### config.mk
export PLATFORM = sky130hd
export DESIGN_NAME = rvsteel_reset_controller
export DESIGN_NICKNAME = d
export VERILOG_FILES = /design/src/rtl/rvsteel_reset_pkg.sv /design/src/rtl/rvsteel_button_debouncer.sv /design/src/rtl/rvsteel_reset_controller.sv
export SDC_FILE = /design/constraint.sdc
export NUM_CORES = 1
export LEC_CHECK = 0
export BUFFER_PORTS_ARGS = -buffer_cell sky130_fd_sc_hd__buf_4
export CAP_MARGIN = 20
export CORE_MARGIN = 5
export CORE_UTILIZATION = 63
export DETAILED_ROUTE_END_ITERATION = 8
export GPL_TIMING_DRIVEN = 1
export HOLD_SLACK_MARGIN = 0.12
export PLACE_DENSITY = 0.94
export SYNTH_ARGS = -nofsm -noshare
export SYNTH_HDL_FRONTEND = slang
export SYNTH_SLANG_ARGS = --single-unit
### constraint.sdc
create_clock -name clock -period 3.1 [get_ports clock]
set_input_delay 0 -clock clock [delete_from_list [all_inputs] [get_ports clock]]
set_output_delay 0 -clock clock [all_outputs]
set_load 0.01 [all_outputs]
### src/rtl/rvsteel_reset_pkg.sv
// -----------------------------------------------------------------------------
// rvsteel_reset_pkg
// Shared definitions for the rvsteel reset controller:
//   - FSM state encodings (HOLD / RUN)
//   - reset_cause codes reported to software
//   - debounce length computation and the saturating reset counter helper
// -----------------------------------------------------------------------------
package rvsteel_reset_pkg;

    // FSM states: the SoC is held in reset in HOLD and released in RUN.
    localparam logic [0:0] STATE_HOLD = 1'b0;
    localparam logic [0:0] STATE_RUN  = 1'b1;

    // Cause of the last reset; 2'b11 is never produced.
    localparam logic [1:0] CAUSE_NONE   = 2'b00;
    localparam logic [1:0] CAUSE_LOCAL  = 2'b01;
    localparam logic [1:0] CAUSE_BUTTON = 2'b10;

    // Number of stable cycles needed before a button level change is accepted.
    // Never returns less than one so the debounce counter always has a target.
    function automatic int unsigned debounce_cycles(
        input int unsigned clock_frequency,
        input int unsigned debounce_time_us
    );
        int unsigned cycles;
        cycles = (clock_frequency / 32'd1000000) * debounce_time_us;
        return (cycles == 32'd0) ? 32'd1 : cycles;
    endfunction

    // Increment an 8-bit event counter, sticking at its maximum.
    function automatic logic [7:0] saturating_increment(input logic [7:0] value);
        return (value == 8'd255) ? 8'd255 : (value + 8'd1);
    endfunction

endpackage

### src/rtl/rvsteel_button_debouncer.sv
// -----------------------------------------------------------------------------
// rvsteel_button_debouncer
// Brings the raw push-button into the clock domain, normalises its polarity and
// only accepts a level change once it has been stable for DEBOUNCE_CYCLES.
//
// Ports:
//   clock        in   system clock
//   reset        in   synchronous, active-low local reset
//   button_in    in   raw asynchronous button (bounces)
//   button_level out  debounced button, 1 = pressed (registered)
//   press_event  out  one-cycle pulse on the 0->1 edge of button_level (registered)
// -----------------------------------------------------------------------------
module rvsteel_button_debouncer #(
    parameter int unsigned DEBOUNCE_CYCLES     = 32'd1,
    parameter logic        BUTTON_ACTIVE_LEVEL = 1'b1
) (
    input  logic clock,
    input  logic reset,
    input  logic button_in,
    output logic button_level,
    output logic press_event
);

    localparam int unsigned COUNT_WIDTH =
        (DEBOUNCE_CYCLES > 32'd1) ? $clog2(DEBOUNCE_CYCLES) : 32'd1;
    localparam logic [COUNT_WIDTH-1:0] COUNT_LAST = COUNT_WIDTH'(DEBOUNCE_CYCLES - 32'd1);
    localparam logic [COUNT_WIDTH-1:0] COUNT_ZERO = COUNT_WIDTH'(1'b0);
    localparam logic [COUNT_WIDTH-1:0] COUNT_ONE  = COUNT_WIDTH'(1'b1);
    localparam logic                   BUTTON_IDLE_LEVEL = ~BUTTON_ACTIVE_LEVEL;

    logic                   sync_0_r;
    logic                   sync_1_r;
    logic [COUNT_WIDTH-1:0] count_r;
    logic                   button_level_r;
    logic                   press_event_r;
    logic                   pressed_s;
    logic                   differs_s;
    logic                   toggle_s;

    // Two-flop synchroniser; reset parks both flops at the idle level so no
    // phantom press is seen when reset is released.
    always_ff @(posedge clock) begin
        if (!reset) begin
            sync_0_r <= BUTTON_IDLE_LEVEL;
            sync_1_r <= BUTTON_IDLE_LEVEL;
        end else begin
            sync_0_r <= button_in;
            sync_1_r <= sync_0_r;
        end
    end

    // Polarity normalisation and debounce decision.
    always_comb begin
        pressed_s = (sync_1_r == BUTTON_ACTIVE_LEVEL);
        differs_s = (pressed_s != button_level_r);
        toggle_s  = differs_s && (count_r == COUNT_LAST);
    end

    // Stability counter: any agreement (a bounce back) restarts the count.
    always_ff @(posedge clock) begin
        if (!reset) begin
            count_r <= COUNT_ZERO;
        end else if (!differs_s || toggle_s) begin
            count_r <= COUNT_ZERO;
        end else begin
            count_r <= count_r + COUNT_ONE;
        end
    end

    // Accepted level and its rising-edge pulse, produced on the same edge.
    always_ff @(posedge clock) begin
        if (!reset) begin
            button_level_r <= 1'b0;
            press_event_r  <= 1'b0;
        end else if (toggle_s) begin
            button_level_r <= ~button_level_r;
            press_event_r  <= ~button_level_r;
        end else begin
            button_level_r <= button_level_r;
            press_event_r  <= 1'b0;
        end
    end

    assign button_level = button_level_r;
    assign press_event  = press_event_r;

endmodule

### src/rtl/rvsteel_reset_controller.sv
// -----------------------------------------------------------------------------
// rvsteel_reset_controller
// Merges the local system reset and the debounced push-button into one clean,
// stretched reset for the rvsteel_soc, and reports what caused the last reset.
//
// Ports:
//   clock        in   system clock
//   reset        in   synchronous, active-low local reset (highest priority)
//   button_in    in   raw asynchronous push-button
//   soc_reset    out  active-high reset to the SoC, registered
//   reset_cause  out  00 none, 01 local reset, 10 button
//   reset_count  out  button-initiated resets, saturating at 255
//   button_level out  debounced button status, 1 = pressed
// -----------------------------------------------------------------------------
module rvsteel_reset_controller
    import rvsteel_reset_pkg::*;
#(
    parameter int unsigned CLOCK_FREQUENCY     = 32'd27000000,
    parameter int unsigned DEBOUNCE_TIME_US    = 32'd10000,
    parameter int unsigned HOLD_CYCLES         = 32'd1024,
    parameter logic        BUTTON_ACTIVE_LEVEL = 1'b1
) (
    input  logic       clock,
    input  logic       reset,
    input  logic       button_in,
    output logic       soc_reset,
    output logic [1:0] reset_cause,
    output logic [7:0] reset_count,
    output logic       button_level
);

    localparam int unsigned DEBOUNCE_CYCLES = debounce_cycles(CLOCK_FREQUENCY, DEBOUNCE_TIME_US);
    localparam int unsigned HOLD_WIDTH =
        (HOLD_CYCLES > 32'd1) ? $clog2(HOLD_CYCLES) : 32'd1;
    localparam logic [HOLD_WIDTH-1:0] HOLD_LAST = HOLD_WIDTH'(HOLD_CYCLES - 32'd1);
    localparam logic [HOLD_WIDTH-1:0] HOLD_ZERO = HOLD_WIDTH'(1'b0);
    localparam logic [HOLD_WIDTH-1:0] HOLD_ONE  = HOLD_WIDTH'(1'b1);

    logic [0:0]            state_r;
    logic [0:0]            state_next_s;
    logic [HOLD_WIDTH-1:0] hold_count_r;
    logic [HOLD_WIDTH-1:0] hold_count_next_s;
    logic [1:0]            cause_r;
    logic [1:0]            cause_next_s;
    logic [7:0]            count_r;
    logic [7:0]            count_next_s;
    logic                  soc_reset_r;
    logic                  button_level_s;
    logic                  press_event_s;

    rvsteel_button_debouncer #(
        .DEBOUNCE_CYCLES    (DEBOUNCE_CYCLES),
        .BUTTON_ACTIVE_LEVEL(BUTTON_ACTIVE_LEVEL)
    ) u_debouncer (
        .clock       (clock),
        .reset       (reset),
        .button_in   (button_in),
        .button_level(button_level_s),
        .press_event (press_event_s)
    );

    // Next-state logic. A press while already holding is ignored; the hold
    // is only left once the minimum time has elapsed and the button is up.
    always_comb begin
        state_next_s      = state_r;
        hold_count_next_s = hold_count_r;
        cause_next_s      = cause_r;
        count_next_s      = count_r;
        case (state_r)
            STATE_HOLD: begin
                if (hold_count_r == HOLD_LAST) begin
                    if (!button_level_s) begin
                        state_next_s = STATE_RUN;
                    end else begin
                        state_next_s = STATE_HOLD;
                    end
                end else begin
                    hold_count_next_s = hold_count_r + HOLD_ONE;
                end
            end
            STATE_RUN: begin
                if (press_event_s) begin
                    state_next_s      = STATE_HOLD;
                    hold_count_next_s = HOLD_ZERO;
                    cause_next_s      = CAUSE_BUTTON;
                    count_next_s      = saturating_increment(count_r);
                end else begin
                    state_next_s = STATE_RUN;
                end
            end
            default: begin
                state_next_s      = STATE_HOLD;
                hold_count_next_s = HOLD_ZERO;
            end
        endcase
    end

    // State registers; local reset overrides any event in the same cycle.
    always_ff @(posedge clock) begin
        if (!reset) begin
            state_r      <= STATE_HOLD;
            hold_count_r <= HOLD_ZERO;
            cause_r      <= CAUSE_LOCAL;
            count_r      <= 8'd0;
            soc_reset_r  <= 1'b1;
        end else begin
            state_r      <= state_next_s;
            hold_count_r <= hold_count_next_s;
            cause_r      <= cause_next_s;
            count_r      <= count_next_s;
            soc_reset_r  <= (state_next_s == STATE_HOLD);
        end
    end

    assign soc_reset    = soc_reset_r;
    assign reset_cause  = cause_r;
    assign reset_count  = count_r;
    assign button_level = button_level_s;

endmodule

==> impl_metrics.json <==
{
  "status": "completed",
  "grt_pass1_vias": 1567,
  "reg2regPathDepth": 4,
  "n_antenna_cell": 0,
  "fin_ws_ns": 1.12,
  "pre_cts_slack_ns": 1.13,
  "use_met1_pct": 26.8,
  "cts_resized": 0,
  "gr-total-overflow": 0,
  "gp_routability_congestion": 0.826,
  "layout_common_cells": "45 x dfxtp_1, 29 x nor2_1, 17 x nand2_1",
  "worst_setup_path_start_kind": "flop",
  "r2r_end": "u_debouncer.count_r[15]$_SDFF_PP0_",
  "maxSlewViolCount": 0,
  "multi_input_area_mm2": 0.00112,
  "worstSetupEndpointType": "flop",
  "io_pins": 15,
  "p_per_area_mw_per_mm2": 416,
  "synth_fp_nets": 239,
  "gr-max-usage-layer": "met2",
  "fin_crit_ns": 1.98,
  "drtIter0Drc": 207,
  "ir_drop_mv": 0.252,
  "area_growth_pct": 9.41,
  "synth_edf_count": 0,
  "worstSkewPairLatency_ns": 0.35,
  "num_vias": 1723,
  "dieArea_mm2": 0.00459,
  "seq_area_um2": 901,
  "worstReg2RegStart": "u_debouncer.count_r[4]$_SDFF_PP0_",
  "root_buffer": "clkbuf_4",
  "finalCritPeriodShare_pct": 63.9,
  "seq_area_frac_synth_pct": 42.9,
  "slew_headroom_pct": 61.9,
  "avgSynthCellArea_um2": 9.02,
  "grtUsageTotal_pct": 19.9,
  "cts_htree_levels": 2,
  "die_h_um": 67.7,
  "layout_commonest_cell": "dfxtp_1",
  "drc": 0,
  "detail_route.wl_per_cell_um": 12.9,
  "drt-total-wl_um": 3790,
  "worst_clock_skew_ns": 0.0169,
  "antenna_found_initial": 0,
  "gr-usage-met2_pct": 30.4,
  "cts_inserted_buffers": 5,
  "synth_warnings": 0,
  "setup_tns_ns": 0,
  "critPathKind": "reg2reg",
  "leakage_uw": 0.000821,
  "clock_sinks": 45,
  "clock_path_buffers": 2,
  "fmax_mhz": 505,
  "port_buffers": 14,
  "maxCapViolations": 0,
  "grtUsageMet3_pct": 4.66,
  "fillCellCount": 252,
  "initial_core_util_pct": 64.0,
  "netlist_area_mm2": 0.00210,
  "hold_viol_final": 0,
  "grt_max_degree": 18,
  "required_ns": 3.32,
  "core_mm2": 0.00328,
  "tritoncts": "done",
  "synth_ff_type": "dfxtp_1",
  "dp_hpwl_um": 2700,
  "drive_above_1_share_pct": 10.9,
  "synth_seq_cells": 45,
  "r2r_setup_slack_ns": 1.12,
  "synthCells": 233,
  "rsz0062_at_grt": "no",
  "die_x_um": 67.7,
  "setup_violations": 0,
  "async_reset_ff_share_pct": 0,
  "viasPerCell": 5.86,
  "first_pass_iters": 4,
  "fin_nets": 254,
  "final_core_util_pct": 70.0,
  "antenna_left": 0,
  "clkTransAtPathRegs_ns": 0.13,
  "synth_cell_types": 46,
  "endpoint": "u_debouncer.count_r[15]$_SDFF_PP0_",
  "hp-start": "u_debouncer.sync_0_r$_SDFF_PN0_",
  "fin_area_mm2": 0.00230,
  "critPathMaxFanout": 17,
  "grt_pass1_wl_um": 7000,
  "tightest_slew_ns": 0.571,
  "crit_start": "u_debouncer.count_r[4]$_SDFF_PP0_",
  "placed_area_mm2": 0.00220,
  "hp-class": "reg2reg",
  "arrival_ns": 2.20,
  "rows": 21
}
flip-flops by register name (all words and copies together), names as in the netlist:
name                      cells
hold_count_r                 10
reset_cause                   2
reset_count                   8
soc_reset                     1
state_r                       1
u_debouncer.button_level      1
u_debouncer.count_r          19
u_debouncer.press_event       1
u_debouncer.pressed_s         1
u_debouncer.sync_0_r          1
worst max-delay path, stage by stage, from the launching register on:
cell and delay, ns:
dfxtp_1 0.42, or4_4 0.55, nor4_4 0.19, a41o_1 0.59, nor2_1 0.12
logic make-up (layout without fill, tap and decap cells):
group | Yosys count | after routing | synth area share [%]
XOR/XNOR | 19 | 19 | 7.92
AND/OR/NAND/NOR | 117 | 117 | 31.3
multiplexers | 4 | 4 | 1.91
adder cells (fa/ha/maj) | 3 | 3 | 1.79
buffers and inverters | 12 | 27 | 3.75
AO/OA/AOI/OAI | 33 | 33 | 10.4
flip-flops | 45 | 45 | 42.9
synth_stat cells, types with 2 or more instances:
cell      number  area, µm²
a211oi_1       2       15.0
a21oi_1        8       40.0
a31oi_1        4       25.0
and2_1         4       25.0
and3_1         6       37.5
and4_1         3       26.3
and4b_1        2       20.0
buf_6          2       22.5
clkbuf_1       4       15.0
dfxtp_1       45        901
ha_1           3       37.5
inv_1          3       11.3
mux2i_1        4       40.0
nand2_1       17       63.8
nand3_1       15       75.1
nand4_1       11       68.8
nand4b_1       2       17.5
nor2_1        29        109
nor2b_1        2       12.5
nor3_1         9       45.0
nor4_1         3       18.8
o211ai_1       2       15.0
o21a_1         2       15.0
o21ai_0        6       30.0
or3_1          3       18.8
or4_1          4       30.0
or4_4          2       22.5
xnor2_1        4       35.0
xor2_1        15        131
report_power, final:
group          internal [µW]  switching, µW
sequential               583           4.15
clock                    164            178
combinational           12.3           13.7
cell type report:
type,instances,share of cell area [%]
multi-input cells,176,48.8
flip-flops and latches,45,39.2
repair buffers,17,5.88
well taps,46,2.50
clock buffers,5,1.63
clock inverters,2,1.52
inverters,3,0.490
worst min path at each step:
stage | depth (start not counted) | to | slack (ns)
2_1_floorplan | 1 | u_debouncer.sync_0_r$_SDFF_PN0_ | 0.13
3_3_place_gp | 2 | u_debouncer.sync_0_r$_SDFF_PN0_ | 0.21
3_5_place_dp | 2 | u_debouncer.sync_0_r$_SDFF_PN0_ | 0.21
4_1_cts | 1 | u_debouncer.pressed_s$_SDFF_PN0_ | 0.45
5_1_grt | 3 | reset_cause[0]$_SDFFE_PN1P_ | 0.46
6_report | 1 | u_debouncer.pressed_s$_SDFF_PN0_ | 0.45
per-layer routing:
layer  vias to the layer above  wire, µm
met5                         -         0
met4                         0        81
met3                         8       177
met2                        43      1680
met1                       783      1850
li1                        889         -
per-stage QoR:
step / total power, µW / hold slack, ns / cells
CTS: 961 / 0.450 / 294
global placement: 622 / 0.209 / 284
global route: 997 / 0.464 / 294
finish: 956 / 0.448 / 294
floorplan: 618 / 0.127 / 233
detailed placement: 623 / 0.213 / 284
timing repair:
item                      CTS  global route
setup buffers               0             0
hold endpoints to repair   15             0
hold buffers                3             0
No activity file was read; power rests on OpenSTA's default activity.
